--- src/rtl/adc_idelay_sequencer.sv ---
`timescale 1ns/1ps
// Converts absolute IDELAY tap targets into paced single-cycle CE trains on one of nine
// ADC delay lines, tracks every line's tap, and issues global IDELAY resets.
module adc_idelay_sequencer #(
    parameter int CE_GAP  = 4,
    parameter int RST_LEN = 4,
    parameter int TAP_W   = 6
) (
    input  logic             clk40,
    input  logic             rst_n,
    input  logic             run,
    input  logic             idelayctrl_rdy,
    input  logic             req_valid,
    output logic             req_ready,
    input  logic [1:0]       req_adc,
    input  logic [1:0]       req_line,
    input  logic [TAP_W-1:0] req_taps,
    input  logic             rst_all,
    output logic [8:0]       delay_ce,
    output logic             idelay_rst,
    output logic             busy,
    output logic             done,
    output logic             err,
    input  logic [3:0]       rd_sel,
    output logic [TAP_W-1:0] rd_taps
);

    localparam int GAP_W = (CE_GAP > 2) ? $clog2(CE_GAP - 1) : 1;
    localparam int RST_W = (RST_LEN > 1) ? $clog2(RST_LEN) : 1;

    typedef enum logic [2:0] {
        S_IDLE, S_LOAD, S_PULSE, S_GAP, S_RSTP, S_WRDY, S_DONE
    } state_t;

    state_t             state_q, state_d;
    logic [1:0]         adc_q, line_q;
    logic [TAP_W-1:0]   target_q, cnt_q, cur_tap;
    logic [GAP_W-1:0]   gap_q;
    logic [RST_W-1:0]   rst_q;
    logic [TAP_W-1:0]   taps [9];
    logic [3:0]         idx;
    logic               req_bad, ce_fire;

    // Handshake: a request transfers on a rising clk40 edge where req_valid & req_ready;
    // req_valid may assert at any time, req_ready never depends on req_valid.
    assign req_ready = (state_q == S_IDLE) && !run && idelayctrl_rdy && !rst_all;

    assign idx     = 4'(adc_q) * 4'd3 + 4'(line_q);
    assign req_bad = (adc_q == 2'd3) || (line_q == 2'd3);
    assign ce_fire = (state_q == S_PULSE) && !run;
    assign busy    = (state_q != S_IDLE);

    always_comb begin
        cur_tap  = '0;
        rd_taps  = '0;
        delay_ce = '0;
        for (int i = 0; i < 9; i++) begin
            if (idx == 4'(i)) cur_tap = taps[i];
            if (rd_sel == 4'(i)) rd_taps = taps[i];
            delay_ce[i] = ce_fire && (idx == 4'(i));
        end
    end

    always_ff @(posedge clk40 or negedge rst_n) begin
        if (!rst_n) state_q <= S_IDLE;
        else        state_q <= state_d;
    end

    always_comb begin
        state_d    = state_q;
        done       = 1'b0;
        err        = 1'b0;
        idelay_rst = 1'b0;
        case (state_q)
            S_IDLE: begin
                if (rst_all)                     state_d = S_RSTP;
                else if (req_valid && req_ready) state_d = S_LOAD;
            end
            S_LOAD: begin
                if (req_bad) begin
                    err     = 1'b1;
                    state_d = S_IDLE;
                end else if (target_q == cur_tap) begin
                    state_d = S_DONE;
                end else begin
                    state_d = S_PULSE;
                end
            end
            S_PULSE: if (!run) state_d = S_GAP;
            S_GAP: begin
                if (gap_q == '0) state_d = (cnt_q == '0) ? S_DONE : S_PULSE;
            end
            S_RSTP: begin
                idelay_rst = 1'b1;
                if (rst_q == '0) state_d = S_WRDY;
            end
            S_WRDY: if (idelayctrl_rdy) state_d = S_DONE;
            S_DONE: begin
                done    = 1'b1;
                state_d = S_IDLE;
            end
            default: state_d = S_IDLE;
        endcase
    end

    // Request latch plus the step, gap and reset-width counters.
    always_ff @(posedge clk40 or negedge rst_n) begin
        if (!rst_n) begin
            adc_q    <= '0;
            line_q   <= '0;
            target_q <= '0;
            cnt_q    <= '0;
            gap_q    <= '0;
            rst_q    <= '0;
        end else begin
            case (state_q)
                S_IDLE: begin
                    if (req_valid && req_ready) begin
                        adc_q    <= req_adc;
                        line_q   <= req_line;
                        target_q <= req_taps;
                    end
                    rst_q <= RST_W'(RST_LEN - 1);
                end
                S_LOAD: cnt_q <= target_q - cur_tap;
                S_PULSE: begin
                    if (!run) begin
                        cnt_q <= cnt_q - 1'b1;
                        gap_q <= GAP_W'(CE_GAP - 2);
                    end
                end
                S_GAP:  if (gap_q != '0) gap_q <= gap_q - 1'b1;
                S_RSTP: if (rst_q != '0) rst_q <= rst_q - 1'b1;
                default: ;
            endcase
        end
    end

    // Tap counters wrap modulo 2^TAP_W; a global reset zeroes them while idelay_rst is high.
    always_ff @(posedge clk40 or negedge rst_n) begin
        if (!rst_n) begin
            for (int i = 0; i < 9; i++) taps[i] <= '0;
        end else if (state_q == S_RSTP) begin
            for (int i = 0; i < 9; i++) taps[i] <= '0;
        end else if (ce_fire) begin
            for (int i = 0; i < 9; i++)
                if (idx == 4'(i)) taps[i] <= taps[i] + 1'b1;
        end
    end

endmodule

--- config.mk ---
export PLATFORM = sky130hd
export DESIGN_NAME = adc_idelay_sequencer
export DESIGN_NICKNAME = d
export VERILOG_FILES = /design/src/rtl/adc_idelay_sequencer.sv
export SDC_FILE = /design/constraint.sdc
export NUM_CORES = 1
export LEC_CHECK = 0
export BUFFER_PORTS_ARGS = -buffer_cell sky130_fd_sc_hd__buf_2
export CAP_MARGIN = 5
export CORE_ASPECT_RATIO = 0.75
export CORE_MARGIN = 3
export CORE_UTILIZATION = 51
export CTS_BUF_LIST = sky130_fd_sc_hd__clkbuf_8
export DETAILED_ROUTE_END_ITERATION = 16
export PLACE_DENSITY = 0.81
export SYNTH_ARGS = -nofsm -noshare
export SYNTH_HDL_FRONTEND = slang
export SYNTH_SLANG_ARGS = --single-unit
--- constraint.sdc ---
create_clock -name clk40 -period 4.3 [get_ports clk40]
set_input_delay 0.43 -clock clk40 [delete_from_list [all_inputs] [get_ports clk40]]
set_output_delay 0.43 -clock clk40 [all_outputs]
set_load 0.005 [all_outputs]
==> results of run 1 <==
[power by group through the flow]
stage               Combinational [W]  Sequential, W  Clock (W)
floorplan                     0.00114       0.000891          0
global placement              0.00138       0.000927          0
detailed placement            0.00144       0.000935          0
CTS                           0.00145       0.000921   0.000539
global route                  0.00167       0.000938   0.000571
finish                        0.00152       0.000924   0.000527
[logic make-up (layout without fill, tap and decap cells)]
logic type | after synthesis | in the layout | synth area share (%)
AND/OR/NAND/NOR | 203 | 203 | 20.94
AO/OA/AOI/OAI | 90 | 90 | 10.70
flip-flops | 77 | 77 | 37.80
buffers and inverters | 53 | 87 | 4.737
XOR/XNOR | 46 | 46 | 8.174
multiplexers | 44 | 44 | 11.32
adder cells (fa/ha/maj) | 24 | 24 | 6.333
[layout by cell type, fill, tap and decap left out, types with 6 or more instances in the layout]
cell       n
nor3_1    10
and3_1     8
nand4_1   11
nand2_1   47
dfrtp_1   77
o21ai_0   24
nor2_1    71
a21oi_1   27
mux4_2     9
ha_1      21
buf_4     11
mux2_2    19
inv_1     25
buf_2     38
xnor2_1   19
xor2_1    26
clkbuf_8  10
and4_1     7
nand2b_1   6
o22ai_1   12
nand3_1   11
mux2i_1   16
[what timing repair did]
action                                  CTS  global route
gates resized for setup                   1             4
buffers inserted                          0             3
pin swaps                                 0             2
hold buffers                              0             0
gates cloned                              0             0
endpoints found under the setup margin    1             3
[state kept, by name, indices dropped and copies added (netlist names)]
register,count
taps,54
line_q,2
gap_q,2
cnt_q,6
state_q,3
rst_q,2
adc_q,2
target_q,6
[worst max-delay path by stage]
stage	end	start
finish	cnt_q[4]	adc_q[0]
global route	cnt_q[3]	adc_q[0]
CTS	cnt_q[5]	adc_q[0]
detailed placement	cnt_q[5]	adc_q[0]
global placement	cnt_q[5]	adc_q[0]
floorplan	cnt_q[5]	adc_q[0]
[per-stage QoR]
step                cells  instance area (um^2)  power [W]  worst slack [ns]
finish                699                  5580   0.002973            0.2404
global route          699                  5580   0.003184          -0.03308
CTS                   696                  5543   0.002911            0.1166
detailed placement    682                  5356   0.002376         -0.001610
global placement      682                  5356   0.002309            0.1693
floorplan             537                  5097   0.002027            0.3066
[area by class of cell]
| type | instances | share of cell area, % |
|---|---|---|
| timing repair buffer | 49 | 4.888 |
| inverter | 24 | 1.614 |
| sequential | 77 | 34.53 |
| multi-input combinational | 407 | 52.87 |
| clock buffer | 10 | 2.466 |
| tap | 128 | 2.870 |
| clock inverter | 4 | 0.7623 |
[worst max-delay path, delay by kind of cell, from the launching register on]
family	cells	cell delay, ns
xor gates and xnor gates	1	0.16
AOI/OAI and AO/OA	6	0.84
adders and majority gates	4	1.80
DFF	1	0.39
and+or+nand+nor	4	0.50
buffers and inverters	3	0.28
[routing by layer]
metal | global-route usage [%] | vias up | routed length (um)
met5 | 0 | - | 13
met4 | 7.090 | 2 | 289
met3 | 7.326 | 41 | 1389
met2 | 35.17 | 224 | 5569
met1 | 33.95 | 2065 | 5443
li1 | - | 1964 | -
==> run metrics, run 1 <==
Vias per Instance=6.146; Syn Inst Count=537; Area growth, synth to finish=9.475%; most common cell in the synthesized netlist=dfrtp_1; clock slew at reported path FFs=0.07 ns; die area=0.01124 mm^2; Maximum Capacitance Violations=0; critical path peak fanout=7; worst reg-to-reg path cell count=18; Top FF cell, synth=dfrtp_1; Lkg Pwr=2.587 nW; max incr delay on CP=0.66 ns; FILL cells=779; vias in the first global route=4063; Comb pwr share=51.2%; initial cell density of the core=54.32%; critical path launch point type=register; area leader, netlist=dfrtp_1; ANT cells=0; critical path capture point type=register; Iteration-0 DRC Markers=472; PwrDens=532.7 mW/mm^2; Critical Path Slowest Stage Cell=fa_2; largest net degree at the start of global routing=78; fin. max-slew vios=0; clock net sink count=77; hold_ws=0.2219 ns; CTS tree=built; H-tree depth=3; measured slew at the worst slew-check pin=0.9808 ns; top post-synthesis cells by area=dfrtp_1 38%, nor2_1 5.2%, ha_1 5.2%, xor2_1 4.5%, mux2_2 4.2%; count of input and output buffers=39; Syn. warnings=0; post-synth cell types=56; worst hold-check path type=input pin to asynchronous set/reset pin; Relative slew margins=34.61%; Remaining DRCs=0; Total GRT Usage=23.89%; Core Footprint=0.009384 mm^2; maximum vdd drop=0.0002170 V; Final ANT Viol Nets=0; Post-Route Skew=0.007183 ns; CP cell instances=inv_1 -> fa_1 -> inv_1 -> ha_1 -> fa_2 -> nor2b_4 -> nand2b_1 -> o22ai_1 -> o22a_1 -> a221oi_2 -> buf_4 -> fa_1 -> nand2_1 -> nand2_1 -> a21oi_1 -> xnor2_1 -> a21oi_1 -> o21ai_0; maximum root-to-sink buffer count=2; Final TNS setup=0 ns; Switching Share=41.67%; top post-synthesis cells by count=77 x dfrtp_1, 71 x nor2_1, 47 x nand2_1; Crit path required time=4.59 ns; first-pass GRT wire length=20.99 mm; crit path DAT=4.35 ns; EDFF count, synth=0; area occupied by multi-input gates=0.002950 mm^2; Fin. Hold Viols=0; clock share of power=17.7%; final setup vio count=0; GP Congestion=0.9400; Post-DP HPWL=9.243 mm; routed via count=4296; layout cells sized above 1=17.86%; Yosys top cell area share=37.80%; Syn Std Cell Area=0.005097 mm^2; post-synthesis sequential area ratio=37.80%; Clock Root Buffer=clkbuf_8; Die X=121.4 um; storage element area=0.001927 mm^2; Vert. Die Dim=92.58 um; GR Overflow Total=0; syn_nets=581; Final Util=59.47%; Crit Path Category=register to register; wire per inst=18.18 um; reg2reg end=cnt_q[4]; syn_area_per_cell=9.492 um^2; Detailed Route WL=12.71 mm; Sequential Power Share=31.1%; fmax=0.2463 GHz; Critical R2R Launch=adc_q[0]; std cell rows=30; net load switching power=0.001239 W; initial antenna violation count=1; post-synthesis register bit count=77; Pint=0.001734 W; R2R Setup Slk=0.24 ns; min Tclk post-route=4.060 ns; clk_lat worst skew=0.37 ns; status=finished, final reports clean; number of buffers created by CTS=9; Final nets=612; DRT Pass-1 Iters=5; Ports=40; post-route clock period utilization=94.41%; ys async rst share=100.0%
Note: power is estimated with default switching activity, not from simulation.
==> run 2: changes to the inputs <==
- CTS_BUF_LIST: sky130_fd_sc_hd__clkbuf_8 -> unset
==> run metrics, run 2 (synthesized netlist as in run 1, its figures left out) <==
status=finished, final reports clean; Die X=121.4 um; initial cell density of the core=54.32%; clock slew at reported path FFs=0.05 ns; Clock Root Buffer=clkbuf_16; wire per inst=18.43 um; maximum vdd drop=0.0002645 V; clock net sink count=77; Crit Path Category=register to register; Final nets=612; vias in the first global route=4090; Power, Total=0.003195 W; met1 wire length=5.563 mm; placed cells=682; Lkg Pwr=2.625 nW; GP Congestion=0.9400; fin. max-slew vios=0; Ports=40; post-route cell area=0.005682 mm^2; Core Footprint=0.009384 mm^2; Area after DPL=0.005356 mm^2; Total GRT Usage=23.94%; measured slew at the worst slew-check pin=0.9727 ns; Area growth, synth to finish=11.46%; clk_lat worst skew=0.34 ns; Relative slew margins=35.16%; cts hold-fix bufs=0; Final ANT Viol Nets=0; DRT Pass-1 Iters=5; crit path DAT=4.32 ns; first-pass GRT wire length=21.12 mm; commonest non-fill, non-tap cell in the layout=dfrtp_1; Detailed Route WL=12.88 mm; routed wl met2=5.636 mm; number of buffers created by CTS=9; critical path peak fanout=7; Vert. Die Dim=92.58 um; max reg flops=54; Remaining DRCs=0; post-route insts no fill=699; most frequent cells in the layout=77 x dfrtp_1, 71 x nor2_1, 47 x nand2_1; Vias per Instance=6.210; Max Used Layer=met5; Iteration-0 DRC Markers=498; Maximum Capacitance Violations=0; initial antenna violation count=1; met3 WL post-DR=1.351 mm; Fin. Hold Viols=0; die area=0.01124 mm^2; critical path capture point type=register; routed via count=4341; biggest regs=taps x54, cnt_q x6, target_q x6; final setup vio count=0; Post-DP HPWL=9.243 mm; min Tclk post-route=4.065 ns; largest register by flop count=taps; H-tree depth=3; critical path launch point type=register; PwrDens=562.4 mW/mm^2; count of input and output buffers=39; Crit path required time=4.56 ns; ANT cells=0; CTS tree=built; FILL cells=766; post-route clock period utilization=94.55%; Post-Route Skew=0.004038 ns; worst hold-check path type=input pin to asynchronous set/reset pin; GR Overflow Total=0; fmax=0.2460 GHz; Final Util=60.55%; maximum root-to-sink buffer count=2; largest net degree at the start of global routing=78; std cell rows=30; layout cells sized above 1=17.86%
## run 2: worst max-delay path: stages (launching register included)
cell      delay [ns]
dfrtp_1         0.39
inv_1           0.08
fa_1            0.53
inv_1           0.04
ha_1            0.21
fa_2            0.68
nor2b_4         0.23
nand2b_1        0.13
o22ai_1         0.16
o22a_1          0.18
a221oi_2        0.06
buf_4           0.16
fa_1            0.40
nand2_1         0.09
nand2_1         0.05
a21oi_1         0.16
xnor2_1         0.17
a21oi_1         0.11
o21ai_0         0.16
## run 2: metal layers
metal | vias up | track usage, %
li1 | 1960 | -
met5 | - | 0
met2 | 226 | 35.13
met1 | 2106 | 33.98
met4 | 2 | 7.463
met3 | 47 | 7.326
## run 2: what timing repair did
item,CTS,global route
setup buffers,0,3
gates resized for setup,1,4
pin swaps,0,2
gates cloned,0,0
setup endpoints to repair,1,3
## run 2: final cells by class
class	count	area, um^2	area share (%)
clock buffers	12	246.5	4.338
clock inverters	2	35.03	0.6166
inverters	24	90.09	1.586
multi-input cells	407	2950	51.93
flip-flops and latches	77	1927	33.91
well taps	128	160.2	2.819
repair buffers	49	272.8	4.801
## run 2: final timing paths
path	from	endpoint	slack [ns]	cells after the start
min in group clk40	req_taps[3]	target_q[3]	0.32	2
hold / removal	rst_n	taps[8]	0.25	1
setup / recovery	adc_q[0]	cnt_q[4]	0.23	18
max in group asynchronous	rst_n	taps[38]	3.43	1
setup reg to reg	adc_q[0]	cnt_q[4]	0.23	18
hold reg to reg	rst_q[0]	rst_q[0]	0.49	1
## run 2: power breakdown
part,internal [W],switching (W)
combinational,0.000645,0.000888
sequential,0.000819,0.000106
clock,0.000458,0.000280
## run 2: metrics by stage
step / hold slack [ns] / TNS [ns] / setup slack [ns]
floorplan: 0.1344 / 0 / 0.3066
global placement: 0.4567 / 0 / 0.1693
detailed placement: 0.4722 / -0.001610 / -0.001610
finish: 0.2523 / 0 / 0.2345
global route: 0.3193 / -0.02645 / -0.02645
CTS: 0.3008 / 0 / 0.1181
